===== src/rtl/cv32e40p_apu_wb_buffer.sv =====
// APU result write-back buffer: DEPTH-entry in-order FIFO draining into a shared register-file write port.
// Optional write-back stall counter enabled by macro CV32E40P_APU_WB_PERF_EN.
module cv32e40p_apu_wb_buffer #(
  parameter int unsigned DEPTH = 2
) (
  input  logic        clk_i,
  input  logic        rst_i,
  input  logic        apu_rvalid_i,
  output logic        apu_rready_o,
  input  logic [5:0]  apu_rtag_i,
  input  logic [31:0] apu_result_i,
  input  logic [4:0]  apu_flags_i,
  input  logic        wb_port_busy_i,
  output logic        apu_valid_o,
  output logic [5:0]  apu_waddr_o,
  output logic [31:0] apu_result_o,
  output logic        fflags_we_o,
  output logic [4:0]  fflags_o,
  output logic        empty_o,
  output logic [31:0] stall_cnt_o
);

  localparam int unsigned PW = (DEPTH > 1) ? $clog2(DEPTH) : 1;
  localparam int unsigned CW = $clog2(DEPTH + 1);

  typedef enum logic [1:0] {OCC_EMPTY, OCC_PARTIAL, OCC_FULL} occ_e;

  typedef struct packed {
    logic [5:0]  tag;
    logic [31:0] result;
    logic [4:0]  flags;
  } entry_t;

  entry_t          mem_q [DEPTH];
  entry_t          head;
  occ_e            state_q, state_d;
  logic [CW-1:0]   count_q, count_d;
  logic [PW-1:0]   wptr_q, wptr_d, rptr_q, rptr_d;
  logic            empty, full, push, pop;

  assign empty = (state_q == OCC_EMPTY);
  assign full  = (state_q == OCC_FULL);
  assign push  = apu_rvalid_i && !full;
  assign pop   = !empty && !wb_port_busy_i;
  assign head  = mem_q[rptr_q];

  always_comb begin
    count_d = count_q;
    wptr_d  = wptr_q;
    rptr_d  = rptr_q;
    state_d = state_q;
    // DEPTH is a power of two, so pointer overflow is the modulo wrap
    if (push) wptr_d = wptr_q + PW'(1);
    if (pop)  rptr_d = rptr_q + PW'(1);
    if (push && !pop)      count_d = count_q + CW'(1);
    else if (pop && !push) count_d = count_q - CW'(1);
    if (count_d == '0)                state_d = OCC_EMPTY;
    else if (count_d == CW'(DEPTH))   state_d = OCC_FULL;
    else                              state_d = OCC_PARTIAL;
  end

  always_ff @(posedge clk_i) begin
    if (rst_i) begin
      state_q <= OCC_EMPTY;
      count_q <= '0;
      wptr_q  <= '0;
      rptr_q  <= '0;
    end else begin
      state_q <= state_d;
      count_q <= count_d;
      wptr_q  <= wptr_d;
      rptr_q  <= rptr_d;
    end
  end

  // Storage needs no reset: outputs are masked to zero while empty
  always_ff @(posedge clk_i) begin
    if (push && !rst_i) mem_q[wptr_q] <= '{tag: apu_rtag_i, result: apu_result_i, flags: apu_flags_i};
  end

  assign apu_rready_o = !full;
  assign apu_valid_o  = pop;
  assign fflags_we_o  = pop;
  assign empty_o      = empty;
  assign apu_waddr_o  = empty ? '0 : head.tag;
  assign apu_result_o = empty ? '0 : head.result;
  assign fflags_o     = empty ? '0 : head.flags;

`ifdef CV32E40P_APU_WB_PERF_EN
  logic [31:0] stall_cnt_q;

  always_ff @(posedge clk_i) begin
    if (rst_i) begin
      stall_cnt_q <= '0;
    end else if (!empty && wb_port_busy_i && (stall_cnt_q != '1)) begin
      stall_cnt_q <= stall_cnt_q + 32'd1;
    end
  end

  assign stall_cnt_o = stall_cnt_q;
`else
  assign stall_cnt_o = '0;
`endif

endmodule


===== config.mk =====
export PLATFORM = sky130hd
export DESIGN_NAME = cv32e40p_apu_wb_buffer
export DESIGN_NICKNAME = d
export VERILOG_FILES = /design/src/rtl/cv32e40p_apu_wb_buffer.sv
export SDC_FILE = /design/constraint.sdc
export NUM_CORES = 1
export LEC_CHECK = 0
export CAP_MARGIN = 15
export CORE_ASPECT_RATIO = 1.2
export CORE_UTILIZATION = 50
export CTS_BUF_LIST = sky130_fd_sc_hd__clkbuf_4 sky130_fd_sc_hd__clkbuf_8
export DETAILED_ROUTE_END_ITERATION = 6
export PLACE_DENSITY_LB_ADDON = 0.3
export SETUP_SLACK_MARGIN = 0.15
export SLEW_MARGIN = 10
export SYNTH_ARGS = -nofsm -noshare
export SYNTH_HDL_FRONTEND = slang
export SYNTH_SLANG_ARGS = --single-unit

===== constraint.sdc =====
create_clock -name clk_i -period 14.1 [get_ports clk_i]
set_clock_uncertainty 0.15 [all_clocks]
set_input_delay 4.23 -clock clk_i [delete_from_list [all_inputs] [get_ports clk_i]]
set_output_delay 4.23 -clock clk_i [all_outputs]
set_load 0.02 [all_outputs]

== Yosys cells after proc, flatten, opt, wreduce, memory -nomap -nowiden ==
Memory sizes are Yosys's and may differ from the RTL's. A register that Yosys moved wholly into a read port is not among the register bits.
Index checks and enable logic that the tools add are counted.

* Register bits after elaboration: 6
* Bits in latches: 0
* RAM bits: 86
* Bits in read-only memories: 0
* Bits of input ports: 47
* Memories: 1

* Add/sub/neg operators: 4
* Multipliers: 0
* Div/mod/pow operators: 0
* $lt $le $gt $ge: 0
* Equal/unequal tests: 2
* Shift operators: 0
* Muxes and demuxes: 10
* Bitwise operators: 0
* Reduce and logical (&&, ||, !) cells: 14

{| class="wikitable"
|+ Memory list
! memory !! words !! width !! read ports !! clocked after Yosys merged registers in !! write ports !! RTL line !! source
|-
| mem_q || 2 || 43 || 1 || 1 || 1 || 34 || <nowiki>entry_t mem_q [DEPTH];</nowiki>
|}

{| class="wikitable"
|+ Operators with widths
! cell !! number
|-
| $mux W32 || 1
|-
| $logic_not A1 Y1 || 6
|-
| $mux W2 || 3
|-
| $mux W6 || 1
|-
| $logic_and A1 B1 Y1 || 5
|-
| $mux W5 || 1
|-
| $eq A2 B2 Y1 const B || 2
|-
| $logic_not A2 Y1 || 2
|-
| $mux W1 || 4
|-
| $add A1 B1 Y1 const B || 2
|-
| $add A2 B1 Y2 const B || 1
|-
| $reduce_or A2 Y1 || 1
|-
| $sub A2 B1 Y2 const B || 1
|}

== Depth between registers and ports, before layout ==
Gate-level depths: netlist (run 1).

* Depth in word-level cells: 9
* Mapped depth: 4
* Gate-level depth less buffers: 4

== Worst setup path after synthesis (run 1) ==
No wires, ideal clock.

* Kind: input-to-output
* Start: input port wb_port_busy_i
* End: output port fflags_we_o
* Arrival time: 4.644 ns
* Required time: 9.720 ns
* Slack: 5.076 ns
* Cell stages on the path: 2
* Buffers on the path: 1
* Cells stage by stage: nor2_4 > buf_4

* Cells in the longest elaborated chain, start to end: 2

{| class="wikitable"
|+ Ends and longest elaborated chain
! what !! RTL line !! source
|-
| start, declared || 13 || <nowiki>input logic wb_port_busy_i,</nowiki>
|-
| $logic_not A1 Y1 || 44 || <nowiki>assign pop = !empty && !wb_port_busy_i;</nowiki>
|-
| $logic_and A1 B1 Y1 || 44 ||
|-
| end, declared || 17 || <nowiki>output logic fflags_we_o,</nowiki>
|}

Every way passes these cells.

== Worst setup path in the final report (run 1) ==
Same ends and word-level chain as after synthesis.

==> impl_metrics.ini, run 1 <==
[outcome]
status = finished, final reports clean

[finish]
area_delta_synth_final_pct = 29.73
antenna_cells = 0
drive_gt1_share_pct = 8.215
design_area_sq_um = 4941
final.fill_count = 553
final_nets = 395

[setup_path]
setup.worst_path.start = wb_port_busy_i
cpMaxStageDelayCell = clkdlybuf4s50_1
timing.rr.start = state_q[0]$_SDFF_PP0_
cp-start-kind = input port
rr_endpoint = mem_q[0][24]$_DFFE_PP_
cp_data_arrival_time_ps = 5580
path_class = in -> out
crit_buf_inv = 2
max_stage_delay_ps = 650
crit_chain = clkdlybuf4s50_1 -> nor2_4 -> clkdlybuf4s50_1
cp-end-kind = output port
cp.required_ps = 9720
crit_path_max_fanout = 7
cpMostUsedCell = clkdlybuf4s50_1
rr_worst_depth = 4
r2r_slack_ps = 11710
critical-path-top-delay-family = buffers and inverters

[power]
ir_worst_vdd_v = 0.0001038
switching_share_pct = 31.13
internal-power_uw = 547.7
p_per_area_nw_per_um2 = 160.9
total_power_uw = 795.2
pwr-share-clk_pct = 23.9
seqPwrFrac_pct = 42.9
p_sw_uw = 247.5
combPwrFrac_pct = 33.2
p_leak_nw = 1.694

[clock_network]
cts_resized = 0
clock_latency_ps = 340
cts_htree_levels = 3
holdBufCountCts = 0
cts_tree = yes
postCtsSetupBuffers = 0
cts-buffers-inserted = 9
clock_sinks = 93
clock_tree.root_cell = clkbuf_8
cts_buffer_depth = 2
clk_pin_slew_ps = 80

[drt]
wl_per_cell_um = 13.96
drt_iter0_markers = 101
drc = 0
wirelength_um = 6184
ant_nets = 0
dr.pass1.iters = 4
drt-vias-per-instance = 4.833
vias = 2141

[global_routing]
track_usage_pct = 16.86
met3_usage_pct = 6.573
grt_remaining_overflow = 0
grt_max_degree = 47
grtUsageMet2_pct = 28.08
antenna_found_initial = 0
first_global_vias = 2165
top_usage_layer = met2
grt_pass1_wl_um = 9887
grt_use_met1_pct = 19.26

[synth]
synth_common_cells = edfxtp_1, nor2_1, mux2i_1, buf_4, dfxtp_1
yosysTopAreaCell = edfxtp_1
post-synth-top-count-cell = edfxtp_1
synth_async_sr_flop_share_pct = 0
synthesis.area_sq_um = 3809
syn_avg_cell_area_sq_um = 15.11
synth-seq-area-share_pct = 71.48
ys_warn_count = 0
synth_edf_count = 86
synth_seq_cells = 93
yosys_most_used_dff = edfxtp_1
synth_top_area_share_pct = 67.81
synth_cells = 252
synth_area_leaders = edfxtp_1, mux2i_1, buf_4
netlist-cell-type-count = 22

[timing]
finalSetupTns_ps = 0
period_needed_ps = 9965
setup_slack_ps = 4135
final_max_slew_viol_count = 0
hold_violations = 0
setup_viol = 0
fin_hold_ws_ps = 365.9
period_share_pct = 70.67
slew_headroom_pct = 26.92
grt_setup_unrepaired = false
worst_pin_slew_ps = 1094
fmax_ghz = 0.1004

[die]
dieArea_sq_um = 7971
num_rows = 34
die_width_um = 81.67
initial_core_util_pct = 52.05
fp.coreArea_sq_um = 7317
boundaryPins = 126
die_h_um = 97.61

[hold_path]
holdPathStages = 2
hold_start = rptr_q$_SDFFE_PP0P_
hold_path.class = reg -> reg

[flow_run]
drv_cap = 0

[placed_design]
portBuffers = 93
place_ws_ps = 4125
place.gp.congestion = 0.7858
dpl_cell_area_sq_um = 4718
hpwlAfterDp_um = 4192
## worst max-delay path by stage
stage	end	cells past startpoint
floorplan	fflags_we_o	2
global placement	apu_valid_o	3
detailed placement	fflags_we_o	3
CTS	fflags_we_o	3
global route	fflags_we_o	3
finish	fflags_we_o	3
## worst register-to-register path, stage by stage, from the launching register on
cell and delay [ps]:
dfxtp_1 380, nand2b_1 200, nand2_2 150, nor3_2 610
buf_4 530
## cells by family (layout without fill, tap and decap cells)
family | Yosys count | in the layout | share of synthesized area [%]
simple gates | 64 | 64 | 7.425
mux | 46 | 46 | 12.19
xor+xnor | 3 | 3 | 0.6900
other cells | 1 | 32 | 0.09846
buf+inv | 43 | 113 | 7.654
compound gates | 2 | 2 | 0.4600
flops | 93 | 93 | 71.48
## routing by layer
layer	vias to the layer above	wire length (um)
met5	-	0
met3	6	425
met4	0	59
li1	1027	-
met1	1017	2380
met2	91	3319
## power by group through the flow
stage	logic, mW	registers, mW	clock network (mW)
after floorplan	0.169	0.339	0
after global placement	0.264	0.347	0
after detailed placement	0.266	0.348	0
after CTS	0.268	0.342	0.194
after global routing	0.285	0.344	0.206
final	0.264	0.341	0.190
## registers in the layout, indices dropped and copies added (netlist names), named ones only
signal / flops
count_q: 2
mem_q: 86
rptr_q: 1
state_q: 2
wptr_q: 1
## per-stage QoR
| stage | utilization [%] | cells |
|---|---|---|
| 2_1_floorplan | - | 283 |
| 3_3_place_gp | 64.48 | 427 |
| 3_5_place_dp | 64.48 | 427 |
| 4_1_cts | 67.53 | 443 |
| 5_1_grt | 67.53 | 443 |
| 6_report | 67.53 | 443 |
## layout by cell type, fill, tap and decap left out, types with 3 or more instances in the layout
| master | count |
|---|---|
| edfxtp_1 | 86 |
| clkbuf_8 | 9 |
| clkdlybuf4s50_1 | 93 |
| conb_1 | 32 |
| nor2_1 | 49 |
| nand2b_1 | 3 |
| dfxtp_1 | 6 |
| buf_4 | 4 |
| mux2_2 | 3 |
| mux2i_1 | 43 |
## final cells by class
class	count	area, sq um	share of cell area (%)
Multi-Input combinational cell	147	920.9	18.64
Tap cell	90	112.6	2.279
Clock inverter	7	98.84	2.001
Sequential cell	93	2724	55.13
Timing Repair Buffer	97	960.9	19.45
Clock buffer	9	123.9	2.507
Power figures use the tool's default switching activity.
==> run 2, diff against run 1 <==
CORE_UTILIZATION = 43   (was 50)
clock period = 8.5 ns   (was 14.1 ns; I/O delays follow)
==> run 2 against run 1 <==
Setup slack worse by 2200 ps. Non-clock buffer count up 1. Critical path depth unchanged. Utilization down 9.9 points. Cell count up 6.3%. Clock power up 39%. First-iteration DRC count down 29%. Clock-buffer cell count up 1. Sequential share of layout area about the same. Flip-flop and latch count unchanged. Via count up 0.79%.
==> impl_metrics.ini, run 2 (synthesis results as in run 1) <==
[outcome]
status = finished, final reports clean

[clock_network]
clock_latency_ps = 340
cts_htree_levels = 3
clk_pin_slew_ps = 90
cts_buffer_depth = 2
cts_tree = yes
cts-buffers-inserted = 9
clock_tree.root_cell = clkbuf_8
postCtsSetupBuffers = 0
cts_resized = 0
holdBufCountCts = 0
clock_sinks = 93

[timing]
finalSetupTns_ps = 0
slew_headroom_pct = 24.30
grt_setup_unrepaired = false
period_needed_ps = 6562
setup_viol = 0
hold_violations = 0
final_max_slew_viol_count = 0
period_share_pct = 77.20
worst_pin_slew_ps = 1136
fmax_ghz = 0.1524
fin_hold_ws_ps = 369.3

[power]
p_sw_uw = 420.1
switching_share_pct = 33.00
p_leak_nw = 1.670
combPwrFrac_pct = 34.8
seqPwrFrac_pct = 44.5
p_per_area_nw_per_um2 = 257.8
internal-power_uw = 853.0
pwr-share-clk_pct = 20.8
ir_worst_vdd_v = 0.0001322

[hold_path]
hold_path.class = reg -> reg

[finish]
antenna_cells = 0
final_cell_mix = clkdlybuf4s50_1, edfxtp_1, nor2_1, mux2i_1, conb_1
top_regs = mem_q (86), count_q (2), state_q (2)
area_delta_synth_final_pct = 29.67
final_nets = 396
largest_register_ffs = 86
final.fill_count = 719
layout_commonest_cell = clkdlybuf4s50_1
design_area_sq_um = 4938
drive_gt1_share_pct = 8.192
regMostFlops = mem_q

[global_routing]
antenna_found_initial = 0
grt_remaining_overflow = 0
grt_pass1_wl_um = 9894
first_global_vias = 2090
grt_max_degree = 47
track_usage_pct = 14.61

[placed_design]
dpl_cell_area_sq_um = 4760
hpwlAfterDp_um = 4171
place.gp.congestion = 0.6927
portBuffers = 93

[die]
die_h_um = 105.1
die_width_um = 87.92
dieArea_sq_um = 9239
boundaryPins = 126
num_rows = 37
initial_core_util_pct = 44.47
fp.coreArea_sq_um = 8564

[setup_path]
max_stage_delay_ps = 640
crit_chain = clkdlybuf4s50_1 -> nor2_4 -> clkdlybuf4s50_1
cpMaxStageDelayCell = clkdlybuf4s50_1
cp_data_arrival_time_ps = 3860
cp.required_ps = 5800
cp-end-kind = output port
cpMostUsedCell = clkdlybuf4s50_1
crit_path_max_fanout = 7
path_class = in -> out
cp-start-kind = input port

[drt]
wirelength_um = 6417
dr.pass1.iters = 4
wl_per_cell_um = 13.62
vias = 2158
drc = 0
drt_iter0_markers = 72
ant_nets = 0
drt-vias-per-instance = 4.582

[flow_run]
drv_cap = 0
run 2: per-stage QoR:
stage | setup WS [ps] | util (%) | instances | power [mW]
global route | 1912 | 57.66 | 471 | 1.336
floorplan | 1883 | - | 283 | 0.8424
global placement | 1958 | 55.57 | 455 | 1.018
CTS | 1932 | 57.66 | 471 | 1.289
detailed placement | 1949 | 55.57 | 455 | 1.024
finish | 1938 | 57.66 | 471 | 1.273
run 2: worst paths after layout:
| path | to | slack [ps] | startpoint | cells after the start |
|---|---|---|---|---|
| min | flip-flop | 370 | rptr_q$_SDFFE_PP0P_ | 2 |
| max | apu_valid_o | 1940 | wb_port_busy_i | 3 |
| min reg2reg | flip-flop | 370 | rptr_q$_SDFFE_PP0P_ | 2 |
| max reg2reg | count_q[0]$_SDFF_PP0_ | 6190 | state_q[1]$_SDFF_PP0_ | 4 |
run 2: final cells by class:
cell class / instances / area, sq um / area share (%)
clock buffer: 10 / 131.4 / 2.660
timing repair buffer: 98 / 968.4 / 19.61
multi-input combinational: 147 / 920.9 / 18.65
sequential: 93 / 2724 / 55.16
clock inverter: 6 / 47.55 / 0.9628
tap: 117 / 146.4 / 2.964
run 2: metal layers:
layer	wire length, um	global-route usage (%)	vias up	share of wire, %
met5	0	0	-	0
met4	158	7.494	0	2.5
met3	330	3.239	13	5.1
met2	3404	25.42	89	53
met1	2524	16.40	1029	39
li1	-	-	1027	-
run 2: power groups by stage:
stage | clock network [mW] | logic (mW) | registers (mW)
2_1_floorplan | 0 | 0.280 | 0.563
3_3_place_gp | 0 | 0.442 | 0.576
3_5_place_dp | 0 | 0.446 | 0.578
4_1_cts | 0.273 | 0.449 | 0.567
5_1_grt | 0.292 | 0.473 | 0.571
6_report | 0.264 | 0.442 | 0.566
run 2: critical path: cells and delay by family:
family | cells | cell delay [ps]
buffers and inverters | 2 | 1100
AND/OR/NAND/NOR | 1 | 210
